## src/rtl/if_id_buffer.sv

```systemverilog
// ---------------------------------------------------------------------------
// if_id_buffer
// Two-entry elastic buffer between instruction fetch and decode. Holds
// PC/instruction pairs in strict FIFO order across decode stalls, drops all
// held pairs on a redirect flush, tags misaligned PCs and keeps a saturating
// count of decode-starvation bubbles.
// Handshake outputs come only from registered state, so there is no
// combinational path from out_ready_i or in_valid_i to in_ready_o.
// ---------------------------------------------------------------------------
module if_id_buffer #(
    parameter logic [31:0] NOP_INST = 32'h0000_0013,
    parameter int          ADDR_W   = 64
) (
    input  logic              clk,
    input  logic              rst_n,
    input  logic [ADDR_W-1:0] inst_addr_i,
    input  logic [31:0]       inst_i,
    input  logic              in_valid_i,
    output logic              in_ready_o,
    input  logic              flush_i,
    output logic [ADDR_W-1:0] inst_addr_o,
    output logic [31:0]       inst_o,
    output logic              misalign_o,
    output logic              out_valid_o,
    input  logic              out_ready_i,
    output logic [31:0]       bubble_cnt_o
);

    localparam logic [1:0]  CNT_EMPTY = 2'd0;
    localparam logic [1:0]  CNT_FULL  = 2'd2;
    localparam logic [31:0] BUBBLE_MAX = 32'hFFFF_FFFF;

    // A PC is misaligned when either of its two low bits is set.
    function automatic logic addr_misaligned(input logic [ADDR_W-1:0] addr);
        return |addr[1:0];
    endfunction

    // Slot storage
    logic [ADDR_W-1:0] slot_addr_r [2];
    logic [31:0]       slot_inst_r [2];
    logic              slot_mis_r  [2];

    // Control state
    logic        rptr_r;
    logic        wptr_r;
    logic [1:0]  count_r;
    logic [31:0] bubble_cnt_r;

    // Next-state and handshake signals
    logic        rptr_nxt_s;
    logic        wptr_nxt_s;
    logic [1:0]  count_nxt_s;
    logic [31:0] bubble_cnt_nxt_s;
    logic        in_ready_s;
    logic        out_valid_s;
    logic        push_s;
    logic        pop_s;
    logic        bubble_s;

    // Handshake qualification; a flush cancels any push or pop in its cycle.
    always_comb begin
        in_ready_s  = (count_r != CNT_FULL);
        out_valid_s = (count_r != CNT_EMPTY);
        push_s      = in_valid_i & in_ready_s & ~flush_i;
        pop_s       = out_valid_s & out_ready_i & ~flush_i;
        bubble_s    = out_ready_i & ~out_valid_s;
    end

    // Pointer and occupancy next state; flush returns everything to empty.
    always_comb begin
        rptr_nxt_s  = rptr_r;
        wptr_nxt_s  = wptr_r;
        count_nxt_s = count_r;
        if (flush_i) begin
            rptr_nxt_s  = 1'b0;
            wptr_nxt_s  = 1'b0;
            count_nxt_s = CNT_EMPTY;
        end else begin
            if (push_s) begin
                wptr_nxt_s = ~wptr_r;
            end else begin
                wptr_nxt_s = wptr_r;
            end
            if (pop_s) begin
                rptr_nxt_s = ~rptr_r;
            end else begin
                rptr_nxt_s = rptr_r;
            end
            case ({push_s, pop_s})
                2'b10:   count_nxt_s = count_r + 2'd1;
                2'b01:   count_nxt_s = count_r - 2'd1;
                default: count_nxt_s = count_r;
            endcase
        end
    end

    // Bubble counter next value; saturates and is unaffected by flush.
    always_comb begin
        bubble_cnt_nxt_s = bubble_cnt_r;
        if (bubble_s && (bubble_cnt_r != BUBBLE_MAX)) begin
            bubble_cnt_nxt_s = bubble_cnt_r + 32'd1;
        end else begin
            bubble_cnt_nxt_s = bubble_cnt_r;
        end
    end

    // Control state registers.
    always_ff @(posedge clk or negedge rst_n) begin
        if (!rst_n) begin
            rptr_r       <= 1'b0;
            wptr_r       <= 1'b0;
            count_r      <= CNT_EMPTY;
            bubble_cnt_r <= 32'd0;
        end else begin
            rptr_r       <= rptr_nxt_s;
            wptr_r       <= wptr_nxt_s;
            count_r      <= count_nxt_s;
            bubble_cnt_r <= bubble_cnt_nxt_s;
        end
    end

    // Slot write on an accepted push; contents are left as-is on flush.
    always_ff @(posedge clk or negedge rst_n) begin
        if (!rst_n) begin
            for (int i = 0; i < 2; i++) begin
                slot_addr_r[i] <= '0;
                slot_inst_r[i] <= 32'd0;
                slot_mis_r[i]  <= 1'b0;
            end
        end else if (push_s) begin
            slot_addr_r[wptr_r] <= inst_addr_i;
            slot_inst_r[wptr_r] <= inst_i;
            slot_mis_r[wptr_r]  <= addr_misaligned(inst_addr_i);
        end
    end

    // Head presentation: held slot when non-empty, otherwise a NOP.
    always_comb begin
        inst_addr_o = '0;
        inst_o      = NOP_INST;
        misalign_o  = 1'b0;
        if (out_valid_s) begin
            inst_addr_o = slot_addr_r[rptr_r];
            inst_o      = slot_inst_r[rptr_r];
            misalign_o  = slot_mis_r[rptr_r];
        end else begin
            inst_addr_o = '0;
            inst_o      = NOP_INST;
            misalign_o  = 1'b0;
        end
    end

    assign in_ready_o   = in_ready_s;
    assign out_valid_o  = out_valid_s;
    assign bubble_cnt_o = bubble_cnt_r;

endmodule
```

## config.mk

```make
export PLATFORM = sky130hd
export DESIGN_NAME = if_id_buffer
export DESIGN_NICKNAME = d
export VERILOG_FILES = /design/src/rtl/if_id_buffer.sv
export SDC_FILE = /design/constraint.sdc
export NUM_CORES = 1
export LEC_CHECK = 0
export ABC_AREA = 1
export BUFFER_PORTS_ARGS = -buffer_cell sky130_fd_sc_hd__clkbuf_2
export CAP_MARGIN = 20
export CORE_UTILIZATION = 50
export DETAILED_ROUTE_END_ITERATION = 6
export PLACE_DENSITY = 0.82
export SYNTH_ARGS = -nofsm -noshare
export SYNTH_HDL_FRONTEND = slang
export SYNTH_SLANG_ARGS = --single-unit
```

## constraint.sdc

```tcl
create_clock -name clk -period 2.1 [get_ports clk]
set_input_delay 0.42 -clock clk [delete_from_list [all_inputs] [get_ports clk]]
set_output_delay 0.42 -clock clk [all_outputs]
set_load 0.01 [all_outputs]
```

* Word-level counts from Yosys, hierarchy flattened *
Index checks and enable logic that the tools add are counted.

operators by class
  add/sub/neg operators = 3
  magnitude comparators = 3
  eq/ne operators = 4
  mux-type cells = 27
  bitwise logic cells = 11
  reductions and logical operators = 7

operator list
  operator                                                               number
  64-bit 2-to-1 mux                                                      5
  32-bit 2-to-1 mux                                                      5
  128-bit bitwise mux                                                    1
  64-bit bitwise mux                                                     1
  64-bit demux with 1-bit select                                         1
  32-bit by 1-bit adder with 32-bit output (second input constant)       1
  32-bit demux with 1-bit select                                         1
  32-bit != test (second input constant)                                 1
  1-bit 2-to-1 mux                                                       9
  2-bit nonzero test                                                     3
  1-bit AND                                                              5
  2-bit greater-or-equal comparator (second input constant)              2
  1-bit inverter                                                         4
  1-bit inverter with 2-bit output                                       2
  2-bit case mux with 2 select lines                                     1
  3-bit nonzero test                                                     1
  2-bit by 1-bit adder with 2-bit output (second input constant)         1
  2-bit bitwise mux                                                      1
  2-bit by 1-bit == test with 1-bit output (second input constant)       1
  2-bit == test (second input constant)                                  1
  1-bit logical AND                                                      2
  2-bit by 1-bit < comparator with 1-bit output (second input constant)  1
  2-bit 2-to-1 mux                                                       1
  2-bit != test (second input constant)                                  1
  3 further kinds                                                        3

word-level totals
  bits in registers = 230
  input port bits = 101
  output and inout bits = 131
  word-level logic and storage cells = 65

* Longest topological paths before layout *
  word-level depth = 6
  gate-level depth with buffers = 11
  depth with buffers taken out = 10

* Worst setup path after synthesis *
Ideal clock, no wire load.

  path kind = register -> output
  start = register rptr_r
  end = output port inst_addr_o[0]
  arrival time = 1.327 ns
  data required time = 1.680 ns
  slack = 0.353 ns
  stages on the path, launching flop included = 7
  buffers on the path = 3
  cells stage by stage = dfrtp_1 buf_2 inv_2 buf_2 buf_1 nand2_1 a21oi_1

on the way
  longest elaborated chain between the ends = 5

ends and longest elaborated chain
  element                                                 RTL line  source
  from (decl)                                             44        logic rptr_r;
  from (signal assigned)                                  115       rptr_r <= rptr_nxt_s;
  1-bit inverter with 2-bit output (not written as such)  143       inst_addr_o = slot_addr_r[rptr_r];
  64-bit 2-to-1 mux (not written as such) (3 in series)   143
  64-bit 2-to-1 mux                                       142       if (out_valid_s) begin
  to (decl)                                               21        output logic [ADDR_W-1:0] inst_addr_o,

No other way between the ends. The select of a mux whose other input is x is not followed.

* Worst setup path in the final report *
  start = register rptr_r
  end = output port inst_addr_o[36]

Same word-level chain as after synthesis.

==> metrics.csv <==
metric,value,unit
status,finished with violations,
violations,setup timing,
rsz0062_at_grt,true,
fp.dieW,149,µm
vias,10400,
synthMuxAreaShare,0,%
whs,0.141,ns
synth_nets,1531,
p_leak,7.12,nW
coreArea,0.0212,mm²
insertion_delay,0.52,ns
grt_pass1_vias,9607,
initial_core_util,51.4,%
cts_max_level,1,
dieArea,0.0223,mm²
synth-xor-area-share,0.967,%
root_buffer,clkbuf_16,
yosys.area_share.simple,24.5,%
die_y,149,µm
relSlewSlack,61.4,%
layout.cells.non_filler,1945,
mostFrequentLayoutCells,"570 x nand2_1, 229 x dfrtp_1, 185 x o21ai_0",
post-route-period-util,106,%
layout-drive-gt1-share,24.4,%
cp-start-kind,register,
final_util,65.8,%
crit_path_max_fanout,18,
grt_max_degree,105,
grt_pass1_wl,47.2,mm
tritoncts,built,
dp.cells,1883,
portBuffers,231,
design.portCount,232,
synth_compound_area_share,13.8,%
setup_viol,97,
powerDensity,1340,mW/mm²
drc,0,
skew,0.0240,ns
hpwl,18.6,mm
finalHoldViolCount,0,
syn2layout_area_growth,28.2,%
reg2reg_slack,0.21,ns
dr.first_iter.drc_count,899,
yosys_warnings,0,
endpoint_kind,primary output,
netlist_instances,1429,
yosysSeqAreaShare,53.0,%
synth-seq-cells,230,
netlist_area,0.0109,mm²
maxCapViolations,0,
fmax,0.449,GHz
synth_top_family_by_area,simple AND/OR/NAND/NOR gates,
final_nets,1754,
multiInputGateArea,0.00459,mm²
synthAdderAreaFrac,0.115,%
gr-total-overflow,0,
synth_area_per_cell,7.60,µm²
min_path_type,in -> reg,
seq_area,0.00576,mm²
crit_required,1.68,ns
layout_commonest_cell,nand2_1,
track_usage,26.4,%
vias_per_cell,5.33,
numCtsBuffers,25,
yosysTopAreaCell,dfrtp_1,
synth_top_area_share,53.0,%
drv_slew,0,
path_clk_slew,0.06,ns
rows,53,
setup_ws,-0.128,ns
crit_type,reg -> out,
synth_cell_types,26,
arrival,1.81,ns
synth_area_leaders,"dfrtp_1 53%, nand2_1 20%, o21ai_0 8.5%",
antenna_found_initial,3,
place_congestion,0.912,
fin_crit,2.23,ns
total_power,0.0186,W
ant_nets,0,
clock_path_buffers,3,
drt_wl_total,31.0,mm
ir_drop,0.978,mV
worstMarginPinSlew,0.579,ns
n_fill_cell,1686,
numClockSinks,230,
drtPass1Iterations,7,
wl_per_cell,16.0,µm
==> power by group <==
part           total [W]  internal, W  switching, W
combinational    0.00701      0.00276       0.00425
sequential       0.00708      0.00606       0.00102
clock            0.00453      0.00274       0.00179
total             0.0186       0.0116       0.00706
==> registers in the layout (all words and copies together), names as in the netlist <==
signal / count
count_r: 2
slot_mis_r: 2
wptr_r: 1
slot_inst_r: 64
bubble_cnt_o: 32
slot_addr_r: 128
rptr_r: 1
==> kinds of logic after synthesis <==
group	after synthesis
flops	230
xor+xnor	12
buf+inv	208
simple gates	679
fa+ha+maj	1
compound gates	299
==> worst max-delay path: stages (launching register included) <==
cell      delay [ns]
dfrtp_4         0.56
clkinv_8        0.14
buf_12          0.17
nand2_1         0.08
a21oi_2         0.17
buf_2           0.16
==> layout make-up <==
type,instances,area share [%]
diodes,2,0.0359
clock buffers,29,4.74
clock inverters,14,1.33
inverters,130,3.66
multi-input cells,991,32.9
flip-flops and latches,230,41.3
well taps,275,2.47
repair buffers,274,13.5
==> synthesized netlist by cell type <==
master / n
a21oi_1: 95
buf_1: 10
buf_2: 19
buf_4: 4
buf_6: 2
clkbuf_1: 43
dfrtp_1: 230
ha_1: 1
inv_1: 126
inv_2: 3
inv_4: 1
nand2_1: 585
nand2_2: 2
nand2_4: 2
nand3_1: 22
nand3_2: 1
nand3b_1: 3
nand4_1: 5
nor2_1: 53
nor2_2: 2
nor2_4: 3
nor3_2: 1
o21ai_0: 185
o21ai_1: 19
xnor2_1: 5
xor2_1: 7
==> worst paths after layout <==
path                                     to  depth (start not counted)              from
setup / recovery            inst_addr_o[36]                          5            rptr_r
hold / removal              slot_inst_r[44]                          3        inst_i[12]
setup reg to reg            bubble_cnt_o[8]                          8        count_r[1]
hold reg to reg            slot_addr_r[111]                          2  slot_addr_r[111]
max in group asynchronous   bubble_cnt_o[0]                          3             rst_n
min in group asynchronous   slot_addr_r[93]                          2             rst_n
==> through the flow <==
stage / area (µm²) / setup slack [ns] / setup TNS (ns)
6_report: 13900 / -0.128 / -7.22
5_1_grt: 13900 / -0.159 / -12.21
2_1_floorplan: 10900 / 0.353 / 0
3_5_place_dp: 12400 / 0.332 / 0
3_3_place_gp: 12400 / 0.373 / 0
4_1_cts: 13500 / -0.126 / -7.35
==> layer usage <==
layer | wire (µm) | vias to the layer above | global-route usage (%)
met5 | 12 | - | 0
met4 | 1110 | 2 | 10.3
met3 | 2210 | 66 | 4.76
met2 | 15000 | 426 | 44.2
met1 | 12700 | 4929 | 34.0
li1 | - | 4940 | -
==> what timing repair did <==
action | CTS | global route
buffers inserted | 2 | 6
pin swaps | 0 | 8
hold endpoints to repair | 63 | 0
setup endpoints to repair | 94 | 97
hold buffers | 1 | 0
resized for setup | 30 | 142
gates cloned | 3 | 6
Note: power is estimated with default switching activity, not from simulation.
